==> config.mk <==
export PLATFORM = sky130hd
export DESIGN_NAME = pipe_hazard_ctrl
export DESIGN_NICKNAME = d
export VERILOG_FILES = /design/src/rtl/pipe_pkg.sv /design/src/rtl/pipe_fwd_unit.sv /design/src/rtl/pipe_hazard_ctrl.sv
export SDC_FILE = /design/constraint.sdc
export NUM_CORES = 1
export LEC_CHECK = 0
export ABC_AREA = 1
export BUFFER_PORTS_ARGS = -buffer_cell sky130_fd_sc_hd__buf_2
export CAP_MARGIN = 20
export CORE_UTILIZATION = 35
export CTS_BUF_LIST = sky130_fd_sc_hd__clkbuf_16
export CTS_CLUSTER_DIAMETER = 100
export DETAILED_ROUTE_END_ITERATION = 7
export PLACE_DENSITY = 0.72
export SLEW_MARGIN = 20
export SYNTH_ARGS = -nofsm -noshare
export SYNTH_HDL_FRONTEND = slang
export SYNTH_HIERARCHICAL = 1
export SYNTH_SLANG_ARGS = --single-unit
==> constraint.sdc <==
create_clock -name clk -period 2.7 [get_ports clk]
set_input_delay 0.27 -clock clk [delete_from_list [all_inputs] [get_ports clk]]
set_output_delay 0.27 -clock clk [all_outputs]
set_load 0.1 [all_outputs]
==> src/rtl/pipe_pkg.sv <==
// ---------------------------------------------------------------------------
// pipe_pkg
// Shared types and constants for the 5-stage pipeline hazard controller.
//   fwd_sel_e  : EX operand forwarding select (regfile / MEM / WB)
//   hz_state_e : hazard controller FSM state (RUN / MEM_WAIT)
//   REG_ZERO   : architectural zero register index (never forwarded)
// ---------------------------------------------------------------------------
package pipe_pkg;

  typedef enum logic [1:0] {
    FWD_RF  = 2'b00,
    FWD_MEM = 2'b01,
    FWD_WB  = 2'b10
  } fwd_sel_e;

  typedef enum logic {
    RUN      = 1'b0,
    MEM_WAIT = 1'b1
  } hz_state_e;

  localparam int unsigned REG_ZERO = 0;

endpackage

==> src/rtl/pipe_fwd_unit.sv <==
// ---------------------------------------------------------------------------
// pipe_fwd_unit
// Purely combinational forwarding select for one EX operand.
// Ports:
//   rs_addr_i   in  source register of the operand in execute
//   rd_addr_m_i in  memory-stage destination register
//   rd_wr_m_i   in  memory-stage writes rd
//   rd_addr_w_i in  writeback-stage destination register
//   rd_wr_w_i   in  writeback-stage writes rd
//   fwd_sel_o   out 00 = regfile, 01 = MEM result, 10 = WB data
// ---------------------------------------------------------------------------
module pipe_fwd_unit
  import pipe_pkg::*;
#(
  parameter int XLEN_ADDR = 5
) (
  input  logic [XLEN_ADDR-1:0] rs_addr_i,
  input  logic [XLEN_ADDR-1:0] rd_addr_m_i,
  input  logic                 rd_wr_m_i,
  input  logic [XLEN_ADDR-1:0] rd_addr_w_i,
  input  logic                 rd_wr_w_i,
  output logic [1:0]           fwd_sel_o
);

  localparam logic [XLEN_ADDR-1:0] ZERO_ADDR = XLEN_ADDR'(REG_ZERO);

  fwd_sel_e sel;

  // MEM is younger than WB, so its result wins when both match.
  always_comb begin
    // NOTE: every always_comb output gets a default first so no path can infer a latch.
    sel = FWD_RF;
    if (rd_wr_m_i && (rd_addr_m_i != ZERO_ADDR) && (rd_addr_m_i == rs_addr_i)) begin
      sel = FWD_MEM;
    end else if (rd_wr_w_i && (rd_addr_w_i != ZERO_ADDR) && (rd_addr_w_i == rs_addr_i)) begin
      sel = FWD_WB;
    end
  end

  assign fwd_sel_o = sel;

endmodule

==> src/rtl/pipe_hazard_ctrl.sv <==
// ---------------------------------------------------------------------------
// pipe_hazard_ctrl
// Central stall / flush / forward controller for the 5-stage pipeline.
// Optional build macro: PIPE_HAZARD_PERF_EN adds 32-bit performance counters.
// Ports:
//   clk, rst                         clock (rising edge), async active-high reset
//   rs1_addr_d, rs2_addr_d           decode-stage sources (load-use detection)
//   rs1_addr_e, rs2_addr_e           execute-stage sources (forwarding)
//   rd_addr_e, rd_wr_e, wb_sel_e     execute destination, write flag, is-load
//   rd_addr_m, rd_wr_m               memory-stage destination and write flag
//   rd_addr_w, rd_wr_w               writeback-stage destination and write flag
//   br_taken_e                       branch/jump resolved taken in execute
//   mem_req_m, mem_ack_m             data-memory request / acknowledge
//   en_pc, en_fd, en_de, en_em, en_mw  register enables
//   flush_fd, flush_de               bubble insert for IF/ID and ID/EX
//   fwd_a_e, fwd_b_e                 operand forwarding selects
//   mem_err                          sticky memory watchdog error
//   stall_mem_cnt, stall_lu_cnt, flush_cnt  (PIPE_HAZARD_PERF_EN only)
// ---------------------------------------------------------------------------
module pipe_hazard_ctrl
  import pipe_pkg::*;
#(
  parameter int MEM_TIMEOUT = 16,
  parameter int XLEN_ADDR   = 5
) (
  input  logic                 clk,
  input  logic                 rst,
  input  logic [XLEN_ADDR-1:0] rs1_addr_d,
  input  logic [XLEN_ADDR-1:0] rs2_addr_d,
  input  logic [XLEN_ADDR-1:0] rs1_addr_e,
  input  logic [XLEN_ADDR-1:0] rs2_addr_e,
  input  logic [XLEN_ADDR-1:0] rd_addr_e,
  input  logic                 rd_wr_e,
  input  logic                 wb_sel_e,
  input  logic [XLEN_ADDR-1:0] rd_addr_m,
  input  logic                 rd_wr_m,
  input  logic [XLEN_ADDR-1:0] rd_addr_w,
  input  logic                 rd_wr_w,
  input  logic                 br_taken_e,
  input  logic                 mem_req_m,
  input  logic                 mem_ack_m,
  output logic                 en_pc,
  output logic                 en_fd,
  output logic                 en_de,
  output logic                 en_em,
  output logic                 en_mw,
  output logic                 flush_fd,
  output logic                 flush_de,
  output logic [1:0]           fwd_a_e,
  output logic [1:0]           fwd_b_e,
  output logic                 mem_err
`ifdef PIPE_HAZARD_PERF_EN
  ,
  output logic [31:0]          stall_mem_cnt,
  output logic [31:0]          stall_lu_cnt,
  output logic [31:0]          flush_cnt
`endif
);

  localparam int                   CNT_W     = $clog2(MEM_TIMEOUT + 1);
  localparam logic [CNT_W-1:0]     CNT_MAX   = CNT_W'(MEM_TIMEOUT);
  localparam logic [XLEN_ADDR-1:0] ZERO_ADDR = XLEN_ADDR'(REG_ZERO);

  hz_state_e        state_q, state_d;
  logic [CNT_W-1:0] wait_cnt_q, wait_cnt_d;
  logic [CNT_W-1:0] wait_inc;
  logic             mem_err_q, mem_err_d;
  logic             lu_hazard;
  logic [1:0]       fwd_a_raw, fwd_b_raw;

  assign lu_hazard = rd_wr_e && wb_sel_e && (rd_addr_e != ZERO_ADDR) &&
                     ((rd_addr_e == rs1_addr_d) || (rd_addr_e == rs2_addr_d));

  // Saturating watchdog increment; the count clears on the ack, so only
  // cycles still waiting for data move it towards the timeout.
  assign wait_inc = (wait_cnt_q == CNT_MAX) ? wait_cnt_q : wait_cnt_q + 1'b1;

  // State register
  always_ff @(posedge clk or posedge rst) begin
    if (rst) begin
      state_q    <= RUN;
      wait_cnt_q <= '0;
      mem_err_q  <= 1'b0;
    end else begin
      // NOTE: sequential state uses non-blocking assignments so every register samples pre-edge values.
      state_q    <= state_d;
      wait_cnt_q <= wait_cnt_d;
      mem_err_q  <= mem_err_d;
    end
  end

  // Next-state logic
  always_comb begin
    state_d    = state_q;
    wait_cnt_d = wait_cnt_q;
    mem_err_d  = mem_err_q;
    unique case (state_q)
      RUN: begin
        // A same-cycle ack completes without ever entering the wait state.
        if (mem_req_m && !mem_ack_m) state_d = MEM_WAIT;
      end
      MEM_WAIT: begin
        if (mem_ack_m) begin
          state_d    = RUN;
          wait_cnt_d = '0;
        end else begin
          wait_cnt_d = wait_inc;
          if (wait_inc == CNT_MAX) mem_err_d = 1'b1;
        end
      end
      default: state_d = RUN;
    endcase
  end

  // Output logic: reset > memory freeze > taken branch > load-use > run.
  always_comb begin
    en_pc    = 1'b1;
    en_fd    = 1'b1;
    en_de    = 1'b1;
    en_em    = 1'b1;
    en_mw    = 1'b1;
    flush_fd = 1'b0;
    flush_de = 1'b0;
    if (rst) begin
      {en_pc, en_fd, en_de, en_em, en_mw} = '0;
      flush_fd = 1'b1;
      flush_de = 1'b1;
    end else if (state_q == MEM_WAIT) begin
      // The ack cycle is still frozen; the pipeline advances on the next one.
      {en_pc, en_fd, en_de, en_em, en_mw} = '0;
    end else if (br_taken_e) begin
      // The dependent instruction, if any, is squashed, so no stall is needed.
      flush_fd = 1'b1;
      flush_de = 1'b1;
    end else if (lu_hazard) begin
      // Hold PC and IF/ID and load a bubble into ID/EX; one cycle later
      // the load sits in MEM and the forwarding path covers the use.
      en_pc    = 1'b0;
      en_fd    = 1'b0;
      flush_de = 1'b1;
    end
  end

  pipe_fwd_unit #(.XLEN_ADDR(XLEN_ADDR)) u_fwd_a (
    .rs_addr_i   (rs1_addr_e),
    .rd_addr_m_i (rd_addr_m),
    .rd_wr_m_i   (rd_wr_m),
    .rd_addr_w_i (rd_addr_w),
    .rd_wr_w_i   (rd_wr_w),
    .fwd_sel_o   (fwd_a_raw)
  );

  pipe_fwd_unit #(.XLEN_ADDR(XLEN_ADDR)) u_fwd_b (
    .rs_addr_i   (rs2_addr_e),
    .rd_addr_m_i (rd_addr_m),
    .rd_wr_m_i   (rd_wr_m),
    .rd_addr_w_i (rd_addr_w),
    .rd_wr_w_i   (rd_wr_w),
    .fwd_sel_o   (fwd_b_raw)
  );

  assign fwd_a_e = rst ? FWD_RF : fwd_a_raw;
  assign fwd_b_e = rst ? FWD_RF : fwd_b_raw;
  assign mem_err = mem_err_q;

`ifdef PIPE_HAZARD_PERF_EN
  logic [31:0] stall_mem_cnt_q, stall_lu_cnt_q, flush_cnt_q;

  always_ff @(posedge clk or posedge rst) begin
    if (rst) begin
      stall_mem_cnt_q <= '0;
      stall_lu_cnt_q  <= '0;
      flush_cnt_q     <= '0;
    end else begin
      if (state_q == MEM_WAIT) stall_mem_cnt_q <= stall_mem_cnt_q + 32'd1;
      if (state_q == RUN && !br_taken_e && lu_hazard) stall_lu_cnt_q <= stall_lu_cnt_q + 32'd1;
      if (state_q == RUN && br_taken_e) flush_cnt_q <= flush_cnt_q + 32'd1;
    end
  end

  assign stall_mem_cnt = stall_mem_cnt_q;
  assign stall_lu_cnt  = stall_lu_cnt_q;
  assign flush_cnt     = flush_cnt_q;
`endif

endmodule

Word level (Yosys, flattened, before mapping)
Index checks and enable logic that the tools add are counted.

Add/subtract/negate cells: 1. Equality and inequality tests: 8. Mux-type cells: 24. Bitwise logic cells: 2. Reductions and logical operators: 16.

Operator list (count): equality test 5 bit (6); 2-to-1 mux 1 bit (15); nonzero test 5 bit (3); 2-to-1 mux 2 bit (6); equality test 5 bit, second input constant (2); logical AND 1 bit (10); 2-to-1 mux 5 bit (2); adder 5 x 1 -> 5 bit, second input constant (1); AND reduction 3 bit (1); NOT 1 bit (2); case mux 1 bit (2 select lines) (1); zero test 1 bit (1); logical OR 1 bit (1).

Bits in registers: 7. Input port bits: 44. Word-level logic and storage cells: 54.

Depth between registers and ports, before layout
Gate-level depths: netlist (run 1).

Depth after elaboration: 7. Depth in mapped cells: 10.

By module
The synthesis (run 1) kept the hierarchy.

Modules (own cells, without submodules): pipe_hazard_ctrl (times used 1, cells an instance 118, area each 681.9 um^2); pipe_fwd_unit (times used 2, cells an instance 50, area each 214.0 um^2).

Worst setup path after synthesis (run 1)
Ideal clock, no wire load.

Kind: register to output. Start: register state_q. End: output en_pc. Data arrival time: 2993 ps. Data required time: 2430 ps. Path slack: -563 ps. Cell stages (with the launch flop): 5. Cells stage by stage: dfrtp_1 > nor2_1 > nand2_1 > inv_1 > buf_4.

Word-level cells in the longest chain between the ends: 2.

Ends and longest elaborated chain: start: declaration (line pipe_hazard_ctrl.sv:64) `hz_state_e state_q, state_d;`; start signal: assignment (line pipe_hazard_ctrl.sv:86) `state_q <= state_d;`; 2-to-1 mux 1 bit (2 in a row); end: declaration (line pipe_hazard_ctrl.sv:42) `output logic en_pc,`.

No other way between the ends.

Worst setup path in the final report (run 1)
Start: input rd_addr_w[0]. End: output fwd_a_e[1].

Word-level cells in the longest chain between the ends: 6.

Ends and longest elaborated chain: start: declaration (line pipe_hazard_ctrl.sv:37) `input logic [XLEN_ADDR-1:0] rd_addr_w,`; nonzero test 5 bit (line pipe_fwd_unit.sv:35) `end else if (rd_wr_w_i && (rd_addr_w_i != ZERO_ADDR) && (rd_addr_w_i == rs_addr_i)) begin`; logical AND 1 bit (line pipe_fwd_unit.sv:35); logical AND 1 bit (*) (line pipe_fwd_unit.sv:35); 2-to-1 mux 2 bit (*) (line pipe_fwd_unit.sv:35); 2-to-1 mux 2 bit (*) (line pipe_fwd_unit.sv:33) `if (rd_wr_m_i && (rd_addr_m_i != ZERO_ADDR) && (rd_addr_m_i == rs_addr_i)) begin`; net fwd_a_raw[1] (line pipe_hazard_ctrl.sv:69) `logic [1:0] fwd_a_raw, fwd_b_raw;`; 2-to-1 mux 2 bit (*) (line pipe_hazard_ctrl.sv:162) `assign fwd_a_e = rst ? FWD_RF : fwd_a_raw;`; end: declaration (line pipe_hazard_ctrl.sv:49) `output logic [1:0] fwd_a_e,`.

Mark *: on every way through the listed nets, which the timed path passes. The rest lies on a longest branch.

==> results.py, run 1 <==
metrics = {
    "outcome": {
        "outcome": "complete, no violations",
    },
    "die": {
        "die_x_um": 58.31,
        "die_area_um2": 3400,
        "start_util": 0.3665,
        "die_y_um": 58.31,
        "io_pins": 56,
        "row_count": 20,
        "core_area_um2": 3028,
    },
    "synth": {
        "yosysWarnings": 6,
        "synth_top_area_share": 0.2435,
        "ys_top_cells_by_count": "nand2_1 (72), inv_1 (45), nor2_1 (28)",
        "synthFlopType": "dfrtp_1",
        "mappedNetlistNets": 264,
        "syn_area_per_cell_um2": 5.091,
        "synth.distinct_cells": 22,
        "synth_area_um2": 1110,
        "synthTopCellsByArea": "nand2_1 (24%), dfrtp_1 (16%), inv_1 (15%)",
        "ys_ff_latch": 7,
        "syn_inst": 218,
        "yosys.cell_count.top_type": "nand2_1",
        "synth_area_leader_cell": "nand2_1",
        "synth_edf_count": 0,
        "ys_seq_area_frac": 0.1578,
        "async_flop_share": 1.000,
    },
    "global_routing": {
        "overflow": 0,
        "grt_start_max_net_pins": 8,
        "grtUsageTotal": 0.1708,
        "grt_pass1_vias": 1207,
        "use_met1": 0.1975,
        "antenna_found_initial": 0,
        "use_met2": 0.3169,
        "grt_pass1_wl_um": 4526,
        "use_met3": 0.02637,
        "busiest_layer": "met2",
    },
    "clock_tree": {
        "post-cts-setup-buffer-count": 0,
        "cts_tree": "yes",
        "numCtsBuffers": 3,
        "worstSkewPairLatency_ps": 230,
        "cts-htree-levels": 1,
        "cts-hold-fix-buffers": 0,
        "post_cts_resized": 0,
        "clkTransAtPathRegs_ps": 40,
        "root_buffer": "clkbuf_16",
        "clock_sinks": 7,
        "cts_max_path_buffers": 2,
    },
    "pwr": {
        "leakage_nw": 0.9422,
        "p_per_area_nw_per_um2": 405.3,
        "ir_worst_vdd_v": 0.0002573,
    },
    "final_layout": {
        "syn_to_final_growth_pct": 35.51,
        "stdcell_area_um2": 1504,
        "drive_gt1_frac": 0.2774,
        "antennaDiodeCount": 0,
        "fin_nets": 321,
    },
    "place": {
        "place_hpwl_um": 2304,
        "gp_congestion": 0.8354,
        "post_dp_cell_area_um2": 1425,
        "io_buffers": 55,
    },
    "setup_path": {
        "critPathArrivalTime_ps": 1490,
        "reg2regPathDepth": 9,
        "reg2reg_to": "mem_err",
        "worstPathMaxFanout": 4,
        "timing.rr.start": "wait_cnt_q[0]",
        "rrSetupSlack_ps": 1250,
        "required_ps": 2430,
        "worstSetupStartpointType": "primary input",
        "end_kind": "output pin",
        "critPathKind": "in -> out",
    },
    "worst_hold_path": {
        "hold_class": "in -> async",
    },
    "sta": {
        "fin_crit_sh": 0.6505,
        "drv_slew": 0,
        "worst_slew_pin_slew_ps": 486.0,
        "final.setup.tns_ps": 0,
        "rsz0062_at_grt": "no",
        "clock.fmax_ghz": 0.5694,
        "setup_viol": 0,
        "clock_skew_ps": 0.9576,
        "min_period_ps": 1756,
        "maxSlewHeadroom": 0.6782,
        "hold_viol_final": 0,
    },
    "route": {
        "num_vias": 1384,
        "drtIter0Drc": 53,
        "routed_wl_um": 2688,
        "drc": 0,
        "ant_nets": 0,
        "dr.pass1.iters": 4,
        "wire_per_inst_um": 8.453,
        "vias_per_cell": 4.352,
    },
    "run": {
        "maxCapViolations": 0,
    },
}
## sequential cells by signal, summed over array words and instances (netlist names)
signal / flops
mem_err: 1
wait_cnt_q: 5
state_q: 1
## worst max path at each step
stage / from / end
2_1_floorplan: state_q / en_pc
3_3_place_gp: rd_addr_w[0] / fwd_b_e[1]
3_5_place_dp: rd_addr_w[0] / fwd_b_e[1]
4_1_cts: rd_addr_w[0] / fwd_b_e[1]
5_1_grt: rd_addr_w[0] / fwd_b_e[1]
6_report: rd_addr_w[0] / fwd_a_e[1]
## placed cells by master (no fill, tap or decap), types with 3 or more instances in the layout
cell	synthesis	final
inv_1	45	46
xor2_1	4	4
dfrtp_1	7	7
a21oi_1	5	5
nand2_1	72	72
nor2_1	28	27
nand3_1	16	16
buf_2	0	55
inv_2	9	9
clkbuf_16	0	3
nor2_2	4	4
o21ai_0	10	10
## logic make-up (layout without fill, tap and decap cells)
group,after synthesis,count (layout),synth area share
simple gates,126,126,0.4746
buf+inv,58,114,0.2063
compound gates,19,19,0.09131
flops,7,7,0.1578
xor+xnor,6,6,0.04735
fa+ha+maj,2,2,0.02254
## critical path: stages
cell and delay [ps]:
buf_2 110, inv_1 40, a21boi_0 150, nand2_1 80, nor2_1 120, nand3_1 80
nor2_1 110, inv_1 40, nor2_1 70, buf_2 420
## through the flow
step	total power, mW	utilization	hold slack, ps	setup WS [ps]	std cells
floorplan	0.2910	-	73.40	290.3	218
global placement	0.3592	0.4707	311.0	937.8	314
detailed placement	0.3627	0.4707	310.2	930.1	314
CTS	0.6141	0.4967	68.74	928.9	318
global route	0.6455	0.4967	85.00	722.0	318
finish	0.6095	0.4967	61.98	943.8	318
## final cells by class
type	count	area, µm²
timing repair buffer	55	275.3
clock buffer	3	75.07
tap	44	55.05
sequential	7	175.2
fill	341	1524
multi-input combinational	153	713.2
clock inverter	1	3.754
inverter	55	206.4
## metal layers
metal / part of all wire / vias to the layer above
li1: - / 753
met3: 0.051 / 4
met2: 0.44 / 45
met1: 0.49 / 582
met5: 0 / -
met4: 0.016 / 0
## report_power, final
group	leakage, nW	switching, mW	internal, mW
Combinational	0.811	0.158	0.0743
Clock	0.0423	0.0560	0.193
Sequential	0.0886	0.0126	0.116
Total	0.942	0.227	0.383
Power figures use the tool's default switching activity.
==> run 2: changes to the inputs <==
==> constraint.sdc (replaced) <==
create_clock -name clk -period 1.7 [get_ports clk]
set_input_delay 0.17 -clock clk [delete_from_list [all_inputs] [get_ports clk]]
set_output_delay 0.17 -clock clk [all_outputs]
set_load 0.1 [all_outputs]
==> run 2 against run 1 <==
Effect of this change: power increased by 64%; utilization increased by 4.3 points; clock-buffer cell count unchanged; clock power increased by 59%; register-to-register slack got worse by 940 ps; routed wire length increased by 2.4%.
==> results.py, run 2 (same netlist as run 1, synthesis figures left out) <==
metrics = {
    "sta": {
        "min_period_ps": 1651,
        "setup_viol": 0,
        "clock_skew_ps": 1.086,
        "clock.fmax_ghz": 0.6055,
        "rsz0062_at_grt": "no",
        "maxSlewHeadroom": 0.6781,
        "drv_slew": 0,
        "fin_crit_sh": 0.9714,
        "worst_slew_pin_slew_ps": 486.2,
        "hold_viol_final": 0,
    },
    "route": {
        "drc": 0,
        "num_vias": 1349,
        "drtIter0Drc": 53,
        "wire_per_inst_um": 8.630,
        "dr.pass1.iters": 4,
        "vias_per_cell": 4.229,
        "ant_nets": 0,
        "routed_wl_um": 2753,
    },
    "setup_path": {
        "timing.rr.start": "wait_cnt_q[0]",
        "crit_path_cell_trace": "dlygate4sd3_1, buf_2, a21oi_1, inv_1, buf_2",
        "slowest_stage": "dlygate4sd3_1",
        "worstPathMaxFanout": 7,
        "path_buf_inv": 4,
        "end_kind": "output pin",
        "critPathLaunch": "rst",
        "critPathKind": "in -> out",
        "crit_end": "flush_fd",
        "worstSetupStartpointType": "primary input",
        "critPathArrivalTime_ps": 1480,
        "required_ps": 1530,
        "crit_cells": 5,
        "reg2reg_to": "mem_err",
        "crit_family": "buffers and inverters",
        "rrSetupSlack_ps": 310,
        "worst_path_largest_cell_delay_ps": 530,
        "reg2regPathDepth": 9,
        "cpMostUsedCell": "buf_2",
    },
    "global_routing": {
        "use_met3": 0.02198,
        "grt_start_max_net_pins": 8,
        "busiest_layer": "met2",
        "use_met1": 0.2192,
        "antenna_found_initial": 0,
        "use_met2": 0.2742,
        "grt_pass1_wl_um": 4374,
        "overflow": 0,
        "grt_pass1_vias": 1102,
        "grtUsageTotal": 0.1611,
    },
    "final_layout": {
        "fillCellCount": 331,
        "syn_to_final_growth_pct": 47.13,
        "drive_gt1_frac": 0.2945,
        "top_register": "wait_cnt_q",
        "final_common_cell": "nand2_1",
        "largest_reg_flops": 5,
        "utilization": 0.5393,
        "mostFrequentLayoutCells": "nand2_1 (72), buf_2 (48), inv_1 (45)",
        "fin_nets": 322,
        "antennaDiodeCount": 0,
    },
    "pwr": {
        "internal_power_mw": 0.6292,
        "p_per_area_nw_per_um2": 610.5,
        "pwr-share-comb": 0.400,
        "total_power_mw": 0.9969,
        "swShare": 0.3688,
        "clkPwrFrac": 0.398,
        "p_sw_mw": 0.3676,
        "ir_worst_vdd_v": 0.0003010,
        "seqPwrFrac": 0.202,
        "leakage_nw": 0.9637,
    },
    "clock_tree": {
        "numCtsBuffers": 3,
        "cts-htree-levels": 1,
        "post-cts-setup-buffer-count": 0,
        "cts_tree": "yes",
        "cts-hold-fix-buffers": 1,
        "cts_max_path_buffers": 2,
        "clock_sinks": 7,
        "post_cts_resized": 0,
        "worstSkewPairLatency_ps": 230,
        "clkTransAtPathRegs_ps": 40,
        "root_buffer": "clkbuf_16",
    },
    "die": {
        "core_area_um2": 3028,
        "die_y_um": 58.31,
        "start_util": 0.3665,
        "row_count": 20,
        "io_pins": 56,
        "die_x_um": 58.31,
        "die_area_um2": 3400,
    },
    "place": {
        "io_buffers": 55,
        "gp_congestion": 0.8139,
        "place_hpwl_um": 2350,
    },
    "outcome": {
        "outcome": "complete, no violations",
    },
    "worst_hold_path": {
        "hold_class": "in -> reg",
    },
    "run": {
        "maxCapViolations": 0,
    },
}
## run 2: worst register-to-register path, delay by kind of cell (launching register included)
family / cells / cell delay [ps]
AND/OR/NAND/NOR: 7 / 640
flip-flops: 1 / 390
adder cells (fa/ha/maj): 1 / 150
buffers and inverters: 1 / 100
## run 2: through the flow
step	hold WS (ps)	instances	setup TNS [ps]	cell area [µm²]	setup WS [ps]
3_3_place_gp	221.7	314	0	1544	342.9
3_5_place_dp	225.1	314	0	1544	301.8
5_1_grt	164.5	319	0	1633	8.171
4_1_cts	155.2	319	0	1633	42.15
6_report	151.1	319	0	1633	48.55
2_1_floorplan	-26.60	218	-365.3	1131	-365.3
## run 2: worst min-delay path by stage
stage / startpoint / endpoint / cells after the start
after detailed placement: rst / wait_cnt_q[1] / 2
after floorplan: rst / mem_err / 1
after global placement: rst / wait_cnt_q[1] / 2
after global routing: mem_ack_m / state_q / 2
after CTS: mem_ack_m / state_q / 2
final: mem_ack_m / state_q / 2
## run 2: power by group through the flow
stage | combinational [mW] | sequential (mW) | clock, mW
2_1_floorplan | 0.265 | 0.200 | 0
3_3_place_gp | 0.392 | 0.203 | 0
3_5_place_dp | 0.397 | 0.203 | 0
4_1_cts | 0.401 | 0.201 | 0.401
5_1_grt | 0.446 | 0.203 | 0.408
6_report | 0.399 | 0.202 | 0.396
## run 2: cell type report
class / instances / area (µm²) / share of cell area
clock buffer: 3 / 75.07 / 0.04598
clock inverter: 1 / 3.754 / 0.002299
inverter: 55 / 210.2 / 0.1287
multi-input combinational: 153 / 723.2 / 0.4429
sequential: 7 / 175.2 / 0.1073
tap: 44 / 55.05 / 0.03372
timing repair buffer: 56 / 390.4 / 0.2391
## run 2: layer usage
| layer | vias up | part of all wire |
|---|---|---|
| li1 | 753 | - |
| met1 | 564 | 0.47 |
| met2 | 30 | 0.49 |
| met3 | 2 | 0.037 |
| met4 | 0 | 0.0040 |
| met5 | - | 0 |
